<file path="config.mk">
export PLATFORM = sky130hd
export DESIGN_NAME = cpu_clock_ctrl
export DESIGN_NICKNAME = d
export VERILOG_FILES = /design/src/rtl/cpu_clock_ctrl.sv
export SDC_FILE = /design/constraint.sdc
export NUM_CORES = 1
export LEC_CHECK = 0
export ABC_AREA = 1
export CORE_MARGIN = 4
export CORE_UTILIZATION = 35
export DETAILED_ROUTE_END_ITERATION = 8
export GPL_ROUTABILITY_DRIVEN = 0
export MAX_ROUTING_LAYER = met4
export SYNTH_ARGS = -nofsm -noshare
export SYNTH_HDL_FRONTEND = slang
export SYNTH_SLANG_ARGS = --single-unit
</file>
<file path="constraint.sdc">
create_clock -name clk -period 4.1 [get_ports clk]
set_input_delay 1.23 -clock clk [delete_from_list [all_inputs] [get_ports clk]]
set_output_delay 1.23 -clock clk [all_outputs]
set_load 0.02 [all_outputs]
</file>
<file path="src/rtl/cpu_clock_ctrl.sv">
// cpu_clock_ctrl
//   Generates the CPU clock for the single-cycle MIPS core from the board
//   clock. Two modes:
//     - single-step : one PULSE_CYCLES-wide pulse per debounced step press
//     - free-run    : square wave, RUN_HALF cycles high / RUN_HALF low
//   A PC breakpoint, checked at the end of each full run period, halts
//   free-run before the instruction at bp_addr executes.
//
//   Optional feature macro: CPU_CYCLE_COUNT_EN
//     defined   -> 16-bit wrapping count of cpu_clk rising edges
//     undefined -> cycle_count tied to zero, no counter register
//
// Ports:
//   clk         in   board clock, all logic on its rising edge
//   reset       in   asynchronous active-low reset
//   step_btn    in   debounced step button (level)
//   run_btn     in   debounced run/stop button (level)
//   bp_en       in   breakpoint enable
//   bp_addr     in   breakpoint instruction address [31:0]
//   pc          in   current CPU instruction address [31:0]
//   cpu_clk     out  registered, glitch-free clock to the CPU core
//   running     out  1 while in free-run
//   halted      out  1 after a breakpoint stop
//   cycle_count out  number of cpu_clk rising edges [15:0]
module cpu_clock_ctrl #(
    parameter int RUN_HALF     = 50_000_000,
    parameter int PULSE_CYCLES = 1000
) (
    input  logic        clk,
    input  logic        reset,
    input  logic        step_btn,
    input  logic        run_btn,
    input  logic        bp_en,
    input  logic [31:0] bp_addr,
    input  logic [31:0] pc,
    output logic        cpu_clk,
    output logic        running,
    output logic        halted,
    output logic [15:0] cycle_count
);

    localparam int MAXN = (RUN_HALF > PULSE_CYCLES) ? RUN_HALF : PULSE_CYCLES;
    localparam int TW   = (MAXN > 1) ? $clog2(MAXN) : 1;
    localparam logic [TW-1:0] RUN_LOAD   = TW'(RUN_HALF - 1);
    localparam logic [TW-1:0] PULSE_LOAD = TW'(PULSE_CYCLES - 1);

    typedef enum logic [2:0] {
        IDLE    = 3'd0,
        STEP_HI = 3'd1,
        STEP_LO = 3'd2,
        RUN_HI  = 3'd3,
        RUN_LO  = 3'd4
    } state_t;

    state_t        r_state, w_next;
    logic [TW-1:0] r_timer, w_timer_nxt;
    logic          r_step_prev, r_run_prev;
    logic          r_stop_req, w_stop_nxt;
    logic          r_halted;
    logic          r_cpu_clk, r_running;
    logic          w_step_rise, w_run_rise;
    logic          w_timer_done, w_bp_hit;
    logic          w_halt_set, w_halt_clr;
    logic          w_in_run;

    assign w_step_rise  = step_btn & ~r_step_prev;
    assign w_run_rise   = run_btn & ~r_run_prev;
    assign w_timer_done = (r_timer == '0);
    assign w_bp_hit     = bp_en && (pc == bp_addr);
    assign w_in_run     = (r_state == RUN_HI) || (r_state == RUN_LO);

    always_comb begin
        w_next      = r_state;
        w_timer_nxt = r_timer;
        w_halt_set  = 1'b0;
        w_halt_clr  = 1'b0;
        case (r_state)
            IDLE: begin
                if (w_run_rise) begin
                    w_next      = RUN_HI;
                    w_timer_nxt = RUN_LOAD;
                    w_halt_clr  = 1'b1;
                end else if (w_step_rise) begin
                    w_next      = STEP_HI;
                    w_timer_nxt = PULSE_LOAD;
                    w_halt_clr  = 1'b1;
                end
            end
            STEP_HI: begin
                if (w_timer_done) w_next = STEP_LO;
                else              w_timer_nxt = r_timer - 1'b1;
            end
            STEP_LO: begin
                // Wait for release so a long press yields a single pulse.
                if (!step_btn) w_next = IDLE;
            end
            RUN_HI: begin
                if (w_timer_done) begin
                    w_next      = RUN_LO;
                    w_timer_nxt = RUN_LOAD;
                end else begin
                    w_timer_nxt = r_timer - 1'b1;
                end
            end
            RUN_LO: begin
                // Stop/breakpoint only at the end of a full period so the
                // CPU never sees a truncated phase.
                if (w_timer_done) begin
                    if (r_stop_req) begin
                        w_next = IDLE;
                    end else if (w_bp_hit) begin
                        w_next     = IDLE;
                        w_halt_set = 1'b1;
                    end else begin
                        w_next      = RUN_HI;
                        w_timer_nxt = RUN_LOAD;
                    end
                end else begin
                    w_timer_nxt = r_timer - 1'b1;
                end
            end
            default: w_next = IDLE;
        endcase
    end

    // Any return to IDLE drops a pending stop; a stop pressed on the very
    // last cycle of a breakpoint-halting period must not leak into the next run.
    always_comb begin
        w_stop_nxt = r_stop_req;
        if (w_next == IDLE)             w_stop_nxt = 1'b0;
        else if (w_in_run && w_run_rise) w_stop_nxt = 1'b1;
    end

    always_ff @(posedge clk or negedge reset) begin
        if (!reset) begin
            r_state     <= IDLE;
            r_timer     <= '0;
            r_step_prev <= 1'b0;
            r_run_prev  <= 1'b0;
            r_stop_req  <= 1'b0;
            r_halted    <= 1'b0;
            r_cpu_clk   <= 1'b0;
            r_running   <= 1'b0;
        end else begin
            r_state     <= w_next;
            r_timer     <= w_timer_nxt;
            r_step_prev <= step_btn;
            r_run_prev  <= run_btn;
            r_stop_req  <= w_stop_nxt;
            if (w_halt_set)      r_halted <= 1'b1;
            else if (w_halt_clr) r_halted <= 1'b0;
            // Outputs decoded from next state into dedicated flops keep
            // cpu_clk free of decode glitches.
            r_cpu_clk   <= (w_next == STEP_HI) || (w_next == RUN_HI);
            r_running   <= (w_next == RUN_HI) || (w_next == RUN_LO);
        end
    end

    assign cpu_clk = r_cpu_clk;
    assign running = r_running;
    assign halted  = r_halted;

`ifdef CPU_CYCLE_COUNT_EN
    logic [15:0] r_cycle_count;
    logic        w_enter_hi;

    assign w_enter_hi = ((w_next == STEP_HI) && (r_state != STEP_HI)) ||
                        ((w_next == RUN_HI) && (r_state != RUN_HI));

    always_ff @(posedge clk or negedge reset) begin
        if (!reset)          r_cycle_count <= 16'h0000;
        else if (w_enter_hi) r_cycle_count <= r_cycle_count + 16'h0001;
    end

    assign cycle_count = r_cycle_count;
`else
    assign cycle_count = 16'h0000;
`endif

endmodule
</file>
# Word level (Yosys, flattened, before mapping)

Index checks and enable logic that the tools add are counted.

Input bits: 69
Output and inout port bits: 19
Word-level logic and storage cells: 65
Flip-flop bits (word level): 35

Reduce and logical (&&, ||, !) cells: 12
Multiplexer cells: 28
Equality and inequality tests: 12
Add/sub/neg operators: 1
Bitwise logic cells: 4

Operator list:

| cell                    | count |
|---|---|
| $mux W26                | 7 |
| $pmux W26 S4            | 1 |
| $eq A32 B32 Y1          | 1 |
| $logic_not A26 Y1       | 1 |
| $sub A26 B1 Y26 const B | 1 |
| $mux W3                 | 6 |
| $pmux W3 S5             | 1 |
| $mux W1                 | 11 |
| $eq A3 B2 Y1 const B    | 3 |
| $ne A3 B3 Y1 const B    | 3 |
| $eq A3 B1 Y1 const B    | 2 |
| $eq A3 B3 Y1 const B    | 2 |
| $logic_not A3 Y1        | 2 |
| $reduce_and A5 Y1       | 1 |
| $mux W2                 | 2 |
| $reduce_bool A2 Y1      | 2 |
| $reduce_bool A4 Y1      | 1 |
| $logic_or A1 B1 Y1      | 3 |
| $and A1 B1 Y1           | 2 |
| $logic_and A1 B1 Y1     | 2 |
| $ne A2 B2 Y1 const B    | 1 |
| $not A1 Y1              | 2 |

# Depth between registers and ports, before layout

Word-level depth: 8
Depth in mapped cells: 15
Depth with buffers taken out: 14

# Least setup slack after synthesis

No wires, ideal clock.

Path type: input-to-reg
From: in run_btn
To: reg r_timer[6]
Setup slack: 1.707 ns
Setup time: 0.126 ns
Data required time: 3.974 ns
Data arrival time: 2.267 ns
Cell stages on the path: 8
Path buffers: 1
Path through: inv_1 nor2_1 o21ai_0 a21oi_4 nand2_4 buf_6 nand2_1 o21ai_2

Word-level cells in the longest chain between the ends: 3
Elaborated cells between the ends (all ways): 5
Those cells by class: eq/ne: 1; mux: 2; bitwise: 1; reduce/logical: 1

RTL lines:

| element                                                     | line | text |
|---|---|---|
| from (decl)                                                 | 32   | `input logic run_btn,` |
| $and A1 B1 Y1 (*)                                           | 67   | `assign w_run_rise = run_btn & ~r_run_prev;` |
| $ne A3 B3 Y1 (no line) or $mux W26 (tied branches)          | -    |  |
| $reduce_and A5 Y1 (no line) or $pmux W26 S4 (tied branches) | -    |  |
| to (signal assigned)                                        | 146  | `r_timer <= w_timer_nxt;` |
| to (decl)                                                   | 56   | `logic [TW-1:0] r_timer, w_timer_nxt;` |

Every way passes the cells marked *; elsewhere a longest branch is shown, timed or not.
A chain may end at the register's enable or synchronous reset.

# Final worst setup path

From: in bp_addr[4]
To: reg r_timer[2]

Word-level cells in the longest chain between the ends: 4

RTL lines:

| element                     | line | text |
|---|---|---|
| from (decl)                 | 34   | `input logic [31:0] bp_addr,` |
| $eq A32 B32 Y1              | 69   | `assign w_bp_hit = bp_en && (pc == bp_addr);` |
| $logic_and A1 B1 Y1         | 69   |  |
| $ne A3 B3 Y1 (no line)      | -    |  |
| $reduce_and A5 Y1 (no line) | -    |  |

No other way between the ends.

==> results.sh <==
export IMPL_status="completed"
export IMPL_die_h_um=106
export IMPL_critical_path_startpoint_type="input port"
export IMPL_synth_seq_area_share_pct=25.9
export IMPL_syn_area_um2=3390
export IMPL_grt_max_degree=36
export IMPL_setup_tns_ns=0
export IMPL_cts_root_buf="clkbuf_8"
export IMPL_worstSkewPairLatency_ns=0.29
export IMPL_leakage_nw=2.11
export IMPL_antenna_left=0
export IMPL_required_ns=4.32
export IMPL_synth_area_per_cell_um2=6.09
export IMPL_drive_gt1_share_pct=6.05
export IMPL_p_int_mw=0.585
export IMPL_num_antenna_cells=0
export IMPL_track_usage_pct=18.3
export IMPL_rsz0062_at_grt="false"
export IMPL_cts_tree="yes"
export IMPL_switching_share_pct=26.6
export IMPL_drc=0
export IMPL_fin_nets=698
export IMPL_tightest_slew_ns=0.802
export IMPL_chipWidth_um=106
export IMPL_ioPinCount=88
export IMPL_wl_per_cell_um=12.8
export IMPL_synthFlopType="dfrtp_1"
export IMPL_grt_pass1_vias=3310
export IMPL_start_util_pct=36.3
export IMPL_clk_pin_slew_worst_paths_ns=0.07
export IMPL_ir_drop_uv=95.1
export IMPL_crit_fanout=34
export IMPL_async_reset_ff_share_pct=100
export IMPL_yosysMostFrequentCell="nand2_1"
export IMPL_synth_edf_count=0
export IMPL_syn_inst=556
export IMPL_yosysTopAreaCell="dfrtp_1"
export IMPL_core_area_um2=9330
export IMPL_synth_top_cells_by_count="184 x nand2_1, 77 x inv_1, 75 x nor2_1"
export IMPL_cts_made_buffers=5
export IMPL_hold_viol=0
export IMPL_holdWs_ns=0.474
export IMPL_power_frac_comb_pct=21.1
export IMPL_row_count=35
export IMPL_die_area_um2=11300
export IMPL_place_inst=749
export IMPL_synth_cell_type_count=42
export IMPL_postCtsSetupBuffers=0
export IMPL_critical_path_class="in -> reg"
export IMPL_clock_skew_ns=0.00596
export IMPL_cts_resized=0
export IMPL_holdBufCountCts=0
export IMPL_drtPass1Iterations=5
export IMPL_p_per_area_nw_per_um2=188
export IMPL_clockPowerShare_pct=35.5
export IMPL_synthTopCellsByArea="dfrtp_1 26%, nand2_1 20%, inv_1 8.5%"
export IMPL_ys_ff_latch=35
export IMPL_synth_warnings=0
export IMPL_grt_pass1_wl_um=16300
export IMPL_cp_end_kind="register"
export IMPL_layoutNonFillerInstCount=757
export IMPL_overflow=0
export IMPL_setup_viol=0
export IMPL_syn2layout_area_growth_pct=25.4
export IMPL_fin_crit_ns=3.12
export IMPL_n_fill_cell=980
export IMPL_p_sw_mw=0.212
export IMPL_max_freq_mhz=320
export IMPL_synth_top_area_share_pct=25.9
export IMPL_dpl_hpwl_um=7910
export IMPL_final_seq_area_um2=876
export IMPL_drv_cap=0
export IMPL_wl_um=9720
export IMPL_cts_max_level=2
export IMPL_viasPerCell=4.67
export IMPL_arrival_ns=3.34
export IMPL_grt_antenna_before_repair=0
export IMPL_cts_sinks=35
export IMPL_multi_input_area_um2=2090
export IMPL_slew_viol_final=0
export IMPL_maxSlewHeadroom_pct=46.5
export IMPL_drt_iter0_drc=192
export IMPL_vias=3532
export IMPL_portBuffers=71
export IMPL_fin_crit_sh_pct=76.1
export IMPL_p_seq_share_pct=43.5
export IMPL_cts_buffer_depth=2
export IMPL_hold_class="reg -> reg"
==> metal layers <==
metal | vias to the layer above | wire length (um) | track usage [%]
li1 | 1851 | - | -
met4 | 0 | 155 | 5.09
met5 | - | 0 | -
met3 | 12 | 426 | 1.94
met1 | 1577 | 4730 | 25.9
met2 | 92 | 4400 | 27.7
==> flip-flops by register name, summed over array words and instances, names as in the netlist <==
name         cells
r_timer         26
r_state          3
cpu_clk          1
halted           1
r_run_prev       1
r_step_prev      1
r_stop_req       1
running          1
==> power by group through the flow <==
stage               registers, mW  clock network, mW  logic, mW
floorplan                   0.353                  0     0.0830
global placement            0.353                  0      0.166
detailed placement          0.353                  0      0.167
CTS                         0.346              0.288      0.168
global route                0.346              0.305      0.187
finish                      0.346              0.283      0.168
==> worst paths after layout <==
kind | startpoint | to | slack, ns | depth (start not counted)
max in group asynchronous | reset | r_timer[24] | 2.57 | 1
min in group asynchronous | reset | r_timer[17] | 1.02 | 1
min reg2reg | r_timer[0] | r_timer[0] | 0.47 | 1
min | r_timer[0] | r_timer[0] | 0.47 | 1
max reg2reg | r_state[2] | r_timer[9] | 1.76 | 13
max | bp_addr[4] | r_timer[2] | 0.98 | 11
==> cell type report <==
type / count / share of cell area, %
inverter: 81 / 7.16
tap: 129 / 3.80
clock buffer: 8 / 2.36
sequential: 35 / 20.6
multi-input combinational: 432 / 49.2
timing repair buffer: 72 / 16.8
==> metrics by stage <==
stage / utilization, % / power [mW] / setup slack (ns) / area, um^2
floorplan: - / 0.436 / 1.71 / 3440
global placement: 44.4 / 0.519 / 0.655 / 4140
detailed placement: 44.4 / 0.520 / 0.687 / 4140
CTS: 45.5 / 0.802 / 0.981 / 4240
global route: 45.5 / 0.838 / 0.751 / 4240
finish: 45.5 / 0.797 / 0.978 / 4240
==> kinds of logic after synthesis <==
family | count (synthesis) | synth area share [%]
and+or+nand+nor | 343 | 44.3
buffers and inverters | 104 | 14.1
AOI/OAI and AO/OA | 46 | 8.39
DFF | 35 | 25.9
xor gates and xnor gates | 25 | 6.47
adders and majority gates | 2 | 0.739
other | 1 | 0.111
==> cell usage in the layout (no fill, tap or decap), types with 2 or more instances in the layout <==
cell / count
conb_1: 16
dfrtp_1: 35
inv_2: 4
nand4_1: 21
xor2_1: 10
nor2_4: 4
o22ai_1: 2
nand2_1: 184
nand3b_1: 3
nand3_1: 35
or2_2: 4
nor3_1: 2
clkbuf_8: 7
o21ai_1: 6
inv_1: 77
o21ai_0: 20
nor2_1: 75
xnor2_1: 15
nor2_2: 3
ha_1: 2
nand2_2: 4
a21oi_1: 4
clkdlybuf4s50_1: 70
nor3b_1: 2
a211oi_1: 3
o21ai_2: 3
==> critical path: stages <==
cell,delay (ns)
clkdlybuf4s50_1,0.48
inv_1,0.04
nand2_1,0.07
nand2_1,0.05
nor3b_1,0.22
nand3_1,0.14
nor2_1,0.23
nand3_4,0.27
nand2_4,0.39
nand2_1,0.11
o21ai_1,0.09
Power figures use the tool's default switching activity.
